--- src/rtl/pc_sequencer.sv ---
// rtl/pc_sequencer.sv - next-PC sequencer and return-address stack initiator
//
// Purpose:
//   Owns the fetch program counter and chooses the next PC from sequential,
//   jump, taken branch, CALL and RET. Drives the push/pop strobes of an
//   attached return-address stack and loads the popped return address one
//   cycle after the pop. A private depth count keeps the strobes legal. An
//   illegal push or pop, or a stack error flag, sends the block into a sticky
//   fault state that only reset clears.
//
// Ports:
//   clk               in   rising-edge clock
//   reset             in   synchronous, active-high reset
//   i_instr_valid     in   control-flow fields valid this cycle
//   i_is_call         in   CALL
//   i_is_ret          in   RET
//   i_is_jump         in   unconditional jump
//   i_branch_taken    in   taken conditional branch
//   i_target          in   jump/branch/call destination
//   i_stall           in   pipeline hold
//   i_stack_out       in   popped return address (valid cycle after pop)
//   i_stack_overflow  in   stack error flag
//   o_pc              out  current fetch address (registered)
//   o_fetch_en        out  fetch at o_pc this cycle
//   o_write_stack     out  push strobe
//   o_read_stack      out  pop strobe
//   o_push_data       out  return address to push (o_pc + 1)
//   o_busy            out  RET waiting for the popped address
//   o_fault           out  sticky stack-misuse fault

module pc_sequencer #(
    parameter int                PC_W     = 13,
    parameter int                DEPTH    = 8,
    parameter logic [PC_W-1:0]   RESET_PC = '0
) (
    input  logic            clk,
    input  logic            reset,
    input  logic            i_instr_valid,
    input  logic            i_is_call,
    input  logic            i_is_ret,
    input  logic            i_is_jump,
    input  logic            i_branch_taken,
    input  logic [PC_W-1:0] i_target,
    input  logic            i_stall,
    input  logic [PC_W-1:0] i_stack_out,
    input  logic            i_stack_overflow,
    output logic [PC_W-1:0] o_pc,
    output logic            o_fetch_en,
    output logic            o_write_stack,
    output logic            o_read_stack,
    output logic [PC_W-1:0] o_push_data,
    output logic            o_busy,
    output logic            o_fault
);

    localparam int                 DEPTH_W   = $clog2(DEPTH) + 1;
    localparam logic [DEPTH_W-1:0] DEPTH_MAX = DEPTH_W'(DEPTH);

    typedef enum logic [1:0] {
        ST_IDLE     = 2'd0,
        ST_POP_WAIT = 2'd1,
        ST_FAULT    = 2'd2
    } state_t;

    state_t             r_state;
    logic [PC_W-1:0]    r_pc;
    logic [DEPTH_W-1:0] r_depth;
    logic               r_busy;
    logic               r_fault;

    logic               w_accept;
    logic               w_do_ret;
    logic               w_do_call;
    logic               w_push_ok;
    logic               w_pop_ok;
    logic [PC_W-1:0]    w_pc_inc;

    // Decode priority: ret > call > jump > branch > sequential.
    assign w_accept  = (r_state == ST_IDLE) && i_instr_valid && !i_stall;
    assign w_do_ret  = w_accept && i_is_ret;
    assign w_do_call = w_accept && !i_is_ret && i_is_call;
    assign w_push_ok = (r_depth != DEPTH_MAX);
    assign w_pop_ok  = (r_depth != '0);
    assign w_pc_inc  = r_pc + PC_W'(1);

    // Strobes are combinational so the stack samples them at the same edge
    // that moves the PC. They are held low while reset is asserted.
    assign o_write_stack = !reset && w_do_call && w_push_ok;
    assign o_read_stack  = !reset && w_do_ret && w_pop_ok;
    assign o_fetch_en    = (r_state == ST_IDLE) && !i_stall;
    assign o_push_data   = w_pc_inc;
    assign o_pc          = r_pc;
    assign o_busy        = r_busy;
    assign o_fault       = r_fault;

    always_ff @(posedge clk) begin
        if (reset) begin
            r_state <= ST_IDLE;
            r_pc    <= RESET_PC;
            r_depth <= '0;
            r_busy  <= 1'b0;
            r_fault <= 1'b0;
        end else if (i_stack_overflow) begin
            // External error wins over any transition. A strobe already
            // driven this cycle still reaches the stack, so track it to keep
            // the depth count aligned with the stack's own.
            r_state <= ST_FAULT;
            r_busy  <= 1'b0;
            r_fault <= 1'b1;
            if (o_write_stack) begin
                r_depth <= r_depth + DEPTH_W'(1);
            end else if (o_read_stack) begin
                r_depth <= r_depth - DEPTH_W'(1);
            end
        end else begin
            case (r_state)
                ST_IDLE: begin
                    if (w_accept) begin
                        if (i_is_ret) begin
                            if (w_pop_ok) begin
                                r_depth <= r_depth - DEPTH_W'(1);
                                r_state <= ST_POP_WAIT;
                                r_busy  <= 1'b1;
                            end else begin
                                r_state <= ST_FAULT;
                                r_fault <= 1'b1;
                            end
                        end else if (i_is_call) begin
                            if (w_push_ok) begin
                                r_depth <= r_depth + DEPTH_W'(1);
                                r_pc    <= i_target;
                            end else begin
                                r_state <= ST_FAULT;
                                r_fault <= 1'b1;
                            end
                        end else if (i_is_jump || i_branch_taken) begin
                            r_pc <= i_target;
                        end else begin
                            r_pc <= w_pc_inc;
                        end
                    end
                end

                ST_POP_WAIT: begin
                    // The stack holds i_stack_out stable across stalls.
                    if (!i_stall) begin
                        r_pc    <= i_stack_out;
                        r_state <= ST_IDLE;
                        r_busy  <= 1'b0;
                    end
                end

                ST_FAULT: begin
                    r_fault <= 1'b1;
                end

                default: begin
                    r_state <= ST_FAULT;
                    r_busy  <= 1'b0;
                    r_fault <= 1'b1;
                end
            endcase
        end
    end

endmodule
--- config.mk ---
export PLATFORM = sky130hd
export DESIGN_NAME = pc_sequencer
export DESIGN_NICKNAME = d
export VERILOG_FILES = /design/src/rtl/pc_sequencer.sv
export SDC_FILE = /design/constraint.sdc
export NUM_CORES = 1
export LEC_CHECK = 0
export BUFFER_PORTS_ARGS = -buffer_cell sky130_fd_sc_hd__buf_2
export CAP_MARGIN = 40
export CORE_MARGIN = 8
export CORE_UTILIZATION = 47
export DETAILED_ROUTE_END_ITERATION = 6
export PLACE_DENSITY = 0.8
export SYNTH_ARGS = -nofsm -noshare
export SYNTH_HDL_FRONTEND = slang
export SYNTH_SLANG_ARGS = --single-unit
--- constraint.sdc ---
create_clock -name clk -period 2.8 [get_ports clk]
set_input_delay 0.14 -clock clk [delete_from_list [all_inputs] [get_ports clk]]
set_output_delay 0.14 -clock clk [all_outputs]
set_load 0.02 [all_outputs]
==> run_results.csv, run 1 <==
group,metric,value,unit
outcome,run_status,"finished, final reports clean",
detailed_routing,first_iter_violations,93,
die,fp.dieW,72.3,um
power,power,0.607,mW
synth,synth_adder_area_share,0.0252,
detailed_routing,route.detailed.drc,0,
synth,synth_edf_count,0,
synth,yosysTopAreaCell,"dfxtp_1",
global_routing,grt_max_degree,26,
flow_run,drv.max_cap_violation_count,0,
synth,synth_top_area_frac,0.283,
clock_network,cts.repair_timing.setup_buffer_count,0,
global_routing,grt_antenna_before_repair,0,
clock_network,cts_root_buf,"clkbuf_4",
synth,combinational_family_with_the_most_area_after_synthesis,"simple AND/OR/NAND/NOR gates",
detailed_routing,route.final.wire_length,4150,um
critical_path,timing.critical_path.to_type,"flop",
critical_path,critical_path_peak_fanout,6,
place,port_buffers,65,
critical_path,setup.worst_path.class,"reg -> reg",
sta,maximum_achievable_frequency,0.464,GHz
power,static-leakage-power,0.845,nW
critical_path,path_cells,"inv_1 -> ha_1 -> and3b_1 -> or2_2 -> a221o_1 -> or3_1 -> a21oi_1",
detailed_routing,vias_per_cell,5.20,
power,powerDensity,326,nW/um2
die,placement_rows,20,
clock_network,insertion_delay,0.30,ns
synth,synthesized_nets,240,
synth,netlist_top_cells_area,"dfxtp_1 28%, nor2_1 9.1%, a311oi_1 5.3%",
synth,ys_warn_count,0,
sta,timing.final.crit_period,2.16,ns
synth,yosys.cell_count.top_type,"nor2_1",
detailed_routing,detailroute.via_count,1585,
sta,final_max_slew_viol_count,0,
final_layout,seq_area,420,um2
die,core_area,3030,um2
place,gpl.final_weighted_congestion,0.838,
critical_path,timing.critical_path.required,3.03,ns
die,pin_count,66,
global_routing,grt_first_pass_wirelength,6620,um
synth,post_synth_instance_area,1490,um2
clock_network,cts-htree-levels,1,
sta,worstMarginPinSlew,0.640,ns
die,die_y,72.3,um
final_layout,multi_input_area,987,um2
synth,postSynth.topFlopCell,"dfxtp_1",
clock_network,postCtsHoldBufs,0,
die,die_area,5220,um2
synth,syn_area_per_cell,7.36,um2
sta,finalSetupTns,0,ns
place,place.detailed.hpwl,3130,um
sta,fin_worst_skew,0.00785,ns
global_routing,global_route.usage.total,0.152,
synth,ys_ff_latch,21,
clock_network,clk_pin_slew,0.12,ns
place,post-place-ws,0.662,ns
clock_network,numCtsBuffers,3,
die,initial_core_util,0.491,
final_layout,final_nets,300,
final_layout,drive_gt1_frac,0.303,
sta,finalCritPeriodShare,0.770,
detailed_routing,detail-route-antenna-nets,0,
final_layout,area_growth_syn_to_layout,25.0,%
critical_path,critical_path.slowest_cell,"dfxtp_1",
sta,unrepaired_setup_endpoints_after_global_routing,"no",
synth,yosys.cell_types.count,42,
synth,post_synth_inst_count,202,
power,vdd_ir_drop_max,0.218,mV
global_routing,first_global_vias,1510,
sta,setup_slack,0.643,ns
synth,synth_xor_xnor_area_share,0.0706,
global_routing,global_route_overflow,0,
clock_network,post_cts_resize_count,0,
synth,synth_common_cells,"36 x nor2_1, 21 x dfxtp_1, 20 x nand2_1",
detailed_routing,first_pass_iters,4,
clock_network,clockBufferDepth,2,
clock_network,tritoncts,"yes",
synth,synth-async-reset-ratio,0,
sta,slew_margin_rel,0.573,
sta,final_hold_viol_count,0,
clock_network,clock-sinks,21,
final_layout,post_layout_nonfiller_instances,305,
synth,fraction_of_the_mapped_netlist_area_in_compound_gates,0.225,
synth,synthSimpleGateAreaFrac,0.305,
synth,muxShareOfSynthArea,0.0336,
detailed_routing,wl_per_cell,13.6,um
critical_path,critical_path.startpoint_type,"flop",
final_layout,fillers,289,
critical_path,worst-endpoint-arrival,2.39,ns
place,dpl.cell_count,301,
critical_path,cpPeakStageDelay,0.38,ns
hold_path,hold_path_class,"in -> reg",
final_layout,antenna_cells,0,
synth,synth-seq-area-share,0.283,
sta,report.final.setup_viol,0,
==> final timing paths <==
path / cells past startpoint / to / from / slack, ns
max: 7 / r_depth[2] / r_depth[0] / 0.64
max reg2reg: 7 / r_depth[2] / r_depth[0] / 0.64
min: 3 / o_pc[9] / i_stack_out[9] / 0.09
min reg2reg: 2 / o_busy / o_busy / 0.52
==> through the flow <==
step,util,hold WS [ns],instance area [um2]
finish,0.614,0.0861,1860
global route,0.614,0.0873,1860
CTS,0.614,0.0741,1860
detailed placement,0.605,0.413,1830
global placement,0.605,0.412,1830
floorplan,-,0.219,1490
==> layout by cell type (no fill, tap or decap), types with 2 or more instances in the layout <==
master    netlist  layout
a211oi_1        2       2
a21oi_1         9       9
a311oi_1        9       9
and3_1          2       2
buf_2           0      65
buf_4           1       2
clkbuf_4        0       3
dfxtp_1        21      21
ha_1            3       3
inv_1           8       8
mux2i_1         5       5
nand2_1        20      20
nand2b_1        4       4
nand3_1         6       6
nand4_1         2       2
nor2_1         36      36
nor3_1          7       7
o211ai_1        3       3
o21ai_0        11      11
or2_2           4       4
or3_1           7       7
xnor2_1         8       8
xor2_1          4       4
==> power breakdown <==
group / internal [mW] / total (mW) / switching [mW] / leakage (nW)
sequential: 0.308 / 0.320 / 0.0119 / 0.171
combinational: 0.0617 / 0.139 / 0.0771 / 0.659
clock: 0.0554 / 0.148 / 0.0923 / 0.0150
==> critical path, delay by kind of cell, from the launching register on <==
family                     cells  cell delay [ns]
and+or+nand+nor                3             0.89
buffers and inverters          1             0.08
adders and majority gates      1             0.22
DFF                            1             0.38
AOI/OAI and AO/OA              2             0.52
==> logic make-up (layout without fill, tap and decap cells) <==
group                    Yosys count  after routing
multiplexers                       5              5
flip-flops                        21             21
AO/OA/AOI/OAI                     46             46
AND/OR/NAND/NOR                   95             95
adder cells (fa/ha/maj)            3              3
XOR/XNOR                          12             12
buffers and inverters             20             79
==> cell type report <==
type	count	area share
Clock buffer	4	0.0141
Inverter	8	0.0162
Multi-Input combinational cell	161	0.531
Sequential cell	21	0.226
Tap cell	44	0.0296
Timing Repair Buffer	67	0.183
==> per-layer routing <==
metal | GRT usage | vias up | share of wire
met5 | 0 | - | 0
met2 | 0.265 | 56 | 0.47
met3 | 0.0482 | 2 | 0.084
met1 | 0.174 | 691 | 0.45
met4 | 0.0385 | 0 | 0.0039
li1 | - | 836 | -
==> state kept, by name, indices dropped and copies added (netlist names) <==
signal and cells:
o_pc 13, r_depth 4, r_state 2, o_busy 1
o_fault 1
Note: power is estimated with default switching activity, not from simulation.
==> inputs of run 2 (changes only) <==
==> constraint.sdc (replaced) <==
create_clock -name clk -period 2.2 [get_ports clk]
set_input_delay 0.11 -clock clk [delete_from_list [all_inputs] [get_ports clk]]
set_output_delay 0.11 -clock clk [all_outputs]
set_load 0.02 [all_outputs]
==> run_results.csv, run 2 (synthesis gave the netlist of run 1 again) <==
group,metric,value,unit
detailed_routing,first_pass_iters,4,
place,place_area,1870,um2
global_routing,grt_antenna_before_repair,0,
critical_path,timing.critical_path.to_type,"flop",
die,core_area,3030,um2
final_layout,mostFrequentLayoutCells,"65 x buf_2, 36 x nor2_1, 20 x nand2_1",
die,initial_core_util,0.491,
outcome,run_status,"finished, final reports clean",
final_layout,final_nets,305,
clock_network,postCtsHoldBufs,0,
clock_network,clock-sinks,21,
sta,report.final.setup_viol,0,
clock_network,numCtsBuffers,3,
sta,finalSetupTns,0,ns
final_layout,post-route-cell-area,1900,um2
clock_network,cts-htree-levels,1,
detailed_routing,route.detailed.drc,0,
detailed_routing,vias_per_cell,5.45,
global_routing,grt_max_degree,26,
detailed_routing,wl_per_cell,14.3,um
global_routing,first_global_vias,1673,
final_layout,area_growth_syn_to_layout,27.8,%
sta,unrepaired_setup_endpoints_after_global_routing,"no",
final_layout,final_common_cell,"buf_2",
sta,worstMarginPinSlew,0.618,ns
global_routing,global_route.usage.total,0.169,
critical_path,critical_path.startpoint_type,"flop",
sta,slew_margin_rel,0.588,
sta,fin_worst_skew,0.00223,ns
final_layout,largest_register_ffs,13,
critical_path,timing.critical_path.required,2.45,ns
power,powerDensity,414,nW/um2
critical_path,critical_path_peak_fanout,4,
critical_path,rr_worst_depth,7,
hold_path,hold_path_class,"in -> reg",
die,die_y,72.3,um
final_layout,post_layout_nonfiller_instances,310,
final_layout,antenna_cells,0,
clock_network,clockBufferDepth,2,
power,vdd_ir_drop_max,0.258,mV
clock_network,tritoncts,"yes",
die,pin_count,66,
clock_network,clk_pin_slew,0.12,ns
place,gpl.final_weighted_congestion,0.837,
place,dpl.cell_count,306,
power,static-leakage-power,0.870,nW
die,die_area,5220,um2
detailed_routing,first_iter_violations,117,
sta,finalCritPeriodShare,0.949,
sta,timing.final.crit_period,2.09,ns
place,port_buffers,65,
final_layout,fillers,303,
sta,maximum_achievable_frequency,0.479,GHz
clock_network,cts_root_buf,"clkbuf_4",
final_layout,drive_gt1_frac,0.327,
critical_path,setup.worst_path.class,"reg -> reg",
detailed_routing,detailroute.via_count,1691,
detailed_routing,detail-route-antenna-nets,0,
hold_path,hold_depth,3,
place,place.detailed.hpwl,3410,um
global_routing,grt_first_pass_wirelength,7330,um
sta,final_max_slew_viol_count,0,
clock_network,insertion_delay,0.31,ns
die,placement_rows,20,
critical_path,worst-endpoint-arrival,2.34,ns
detailed_routing,route.final.wire_length,4440,um
sta,final_hold_viol_count,0,
flow_run,drv.max_cap_violation_count,0,
die,fp.dieW,72.3,um
global_routing,global_route_overflow,0,
run 2: metal layers:
metal  GRT usage  share of wire  up-vias
met5           0              0        -
met4      0.0658          0.011        0
met3      0.0523          0.069        6
met2       0.283           0.48       57
met1       0.195           0.44      779
li1            -              -      849
run 2: layout make-up:
type	count	area (um2)	area share
sequential	21	424	0.223
tap	44	55.1	0.0290
inverter	8	30.0	0.0158
clock buffer	4	26.3	0.0138
multi-input combinational	161	987	0.519
timing repair buffer	72	378	0.199
run 2: report_power, final:
group | internal, mW | switching [mW]
Combinational | 0.0832 | 0.105
Sequential | 0.392 | 0.0131
Clock | 0.0708 | 0.122
run 2: worst max-delay path, cell delays in order, from the launching register on:
cell	delay, ns
dfxtp_2	0.37
inv_1	0.07
ha_1	0.23
and3b_1	0.21
or2_2	0.31
a221o_1	0.34
or3_1	0.35
a21oi_1	0.14
run 2: stage by stage:
stage	setup slack [ns]	total power, mW	hold slack [ns]	utilization
after floorplan	0.183	0.525	0.189	-
after detailed placement	0.0946	0.601	0.379	0.618
final	0.111	0.787	0.0518	0.628
after CTS	0.0725	0.790	0.0456	0.626
after global placement	0.204	0.596	0.382	0.618
after global routing	0.00145	0.826	0.0450	0.628
run 2: final timing paths:
path,slack [ns],start,end
worst max-delay path,0.11,r_depth[0],r_depth[3]
worst min-delay path,0.05,i_stack_out[3],o_pc[3]
worst max register to register,0.11,r_depth[0],r_depth[3]
worst min register to register,0.53,o_pc[0],o_pc[0]
run 2: timing repair:
action | in CTS | in global routing
resized for setup | 0 | 3
endpoints found under the setup margin | 0 | 3
buffers inserted | 0 | 0
==> inputs of run 3 (changes only) <==
--- a/config.mk
+++ b/config.mk
@@ -8,9 +8,9 @@
 export BUFFER_PORTS_ARGS = -buffer_cell sky130_fd_sc_hd__buf_2
 export CAP_MARGIN = 40
 export CORE_MARGIN = 8
-export CORE_UTILIZATION = 47
+export CORE_UTILIZATION = 51
 export DETAILED_ROUTE_END_ITERATION = 6
-export PLACE_DENSITY = 0.8
+export PLACE_DENSITY = 0.85
 export SYNTH_ARGS = -nofsm -noshare
 export SYNTH_HDL_FRONTEND = slang
 export SYNTH_SLANG_ARGS = --single-unit
==> constraint.sdc (replaced) <==
create_clock -name clk -period 2.5 [get_ports clk]
set_input_delay 0.125 -clock clk [delete_from_list [all_inputs] [get_ports clk]]
set_output_delay 0.125 -clock clk [all_outputs]
set_load 0.02 [all_outputs]
==> run_results.csv, run 3 (synthesis gave the netlist of run 1 again) <==
group,metric,value,unit
outcome,run_status,"finished, final reports clean",
flow_run,drv.max_cap_violation_count,0,
clock_network,cts.repair_timing.setup_buffer_count,0,
global_routing,grt_use_met3,0.0706,
global_routing,grt_antenna_before_repair,0,
clock_network,postCtsHoldBufs,0,
place,place.detailed.hpwl,3140,um
power,static-leakage-power,0.847,nW
sta,final.hold.worst_slack,0.0504,ns
place,place_area,1820,um2
critical_path,worst-endpoint-arrival,2.02,ns
critical_path,setup.worst_path.class,"reg -> out",
detailed_routing,first_pass_iters,4,
final_layout,multi_input_area,987,um2
die,pin_count,66,
clock_network,tritoncts,"yes",
sta,maximum_achievable_frequency,0.465,GHz
power,powerDensity,373,nW/um2
clock_network,cts_root_buf,"clkbuf_4",
critical_path,timing.critical_path.required,2.38,ns
clock_network,clockBufferDepth,2,
sta,finalCritPeriodShare,0.860,
final_layout,antenna_cells,0,
final_layout,post-route-cell-area,1840,um2
sta,slew_margin_rel,0.583,
critical_path,critical_path_peak_fanout,7,
clock_network,clock-sinks,21,
place,port_buffers,65,
clock_network,post_cts_resize_count,0,
global_routing,global_route_overflow,0,
hold_path,hold_path_class,"in -> reg",
final_layout,area_growth_syn_to_layout,24.0,%
sta,worstMarginPinSlew,0.626,ns
final_layout,final_common_cell,"buf_2",
global_routing,grt.met2_usage,0.248,
detailed_routing,detailroute.via_count,1639,
global_routing,gr-max-usage-layer,"met2",
critical_path,timing.critical_path.to_type,"output port",
clock_network,insertion_delay,0.32,ns
power,vdd_ir_drop_max,0.391,mV
global_routing,global_route.usage.total,0.160,
detailed_routing,first_iter_violations,114,
die,core_area,2760,um2
sta,final_hold_viol_count,0,
clock_network,cts-htree-levels,1,
final_layout,drive_gt1_frac,0.307,
global_routing,first_global_vias,1513,
final_layout,mostFrequentLayoutCells,"65 x buf_2, 36 x nor2_1, 21 x dfxtp_1",
detailed_routing,vias_per_cell,5.61,
die,initial_core_util,0.539,
detailed_routing,detail-route-antenna-nets,0,
sta,unrepaired_setup_endpoints_after_global_routing,"no",
final_layout,final_nets,300,
place,post-place-ws,0.377,ns
sta,setup_slack,0.351,ns
hold_path,hold_depth,3,
sta,finalSetupTns,0,ns
sta,fin_worst_skew,0.0108,ns
final_layout,seq_area,420,um2
final_layout,fillers,247,
die,die_area,4900,um2
clock_network,numCtsBuffers,3,
die,fp.dieW,70.0,um
sta,report.final.setup_viol,0,
global_routing,grt_util_met1,0.200,
place,gpl.final_weighted_congestion,0.885,
detailed_routing,route.detailed.drc,0,
critical_path,rr_worst_depth,7,
sta,timing.final.crit_period,2.15,ns
sta,final_max_slew_viol_count,0,
final_layout,largest_register_ffs,13,
die,placement_rows,19,
die,die_y,70.0,um
critical_path,regToRegSetupSlack,0.36,ns
global_routing,grt_max_degree,26,
detailed_routing,wl_per_cell,13.9,um
clock_network,clk_pin_slew,0.13,ns
critical_path,critical_path.startpoint_type,"flop",
global_routing,grt_first_pass_wirelength,6810,um
detailed_routing,route.final.wire_length,4070,um
## run 3: cell types whose count changed in the layout (fill, tap and decap cells not counted), sizes merged
cell	change
buf	-5
clkinv	+1
clkbuf	-1
## run 3: area by class of cell
cell class,instances,area share
multi-input cells,161,0.535
inverters,8,0.0163
flip-flops and latches,21,0.228
well taps,31,0.0210
clock inverters,1,0.00271
repair buffers,67,0.185
clock buffers,3,0.0122
## run 3: path summary, 6_finish.rpt
check | start | endpoint
worst max-delay path | o_pc[0] | o_push_data[12]
worst max register to register | r_depth[0] | r_depth[3]
worst min-delay path | i_stack_out[9] | o_pc[9]
worst min register to register | o_busy | o_busy
## run 3: where the power goes
group	internal (mW)	total, mW	switching, mW
combinational	0.0691	0.156	0.0865
clock	0.0599	0.174	0.114
sequential	0.345	0.359	0.0135
## run 3: metrics by stage
step	std cells	util	power (mW)
final	292	0.669	0.689
after global routing	292	0.669	0.729
after CTS	292	0.669	0.692
after detailed placement	288	0.659	0.522
after global placement	288	0.659	0.519
after floorplan	202	-	0.462
## run 3: worst max-delay path: stages, from the launching register on
cell and delay, ns:
dfxtp_1 0.47, ha_1 0.25, nand3_1 0.14, or4_1 0.49, xnor2_1 0.17, buf_2 0.19
## run 3: routing by layer
layer  part of all wire  vias up  wire, um
li1                   -      841         -
met1               0.46      729      1870
met2               0.44       67      1800
met3              0.093        2       380
met4             0.0032        0        13
met5                  0        -         0
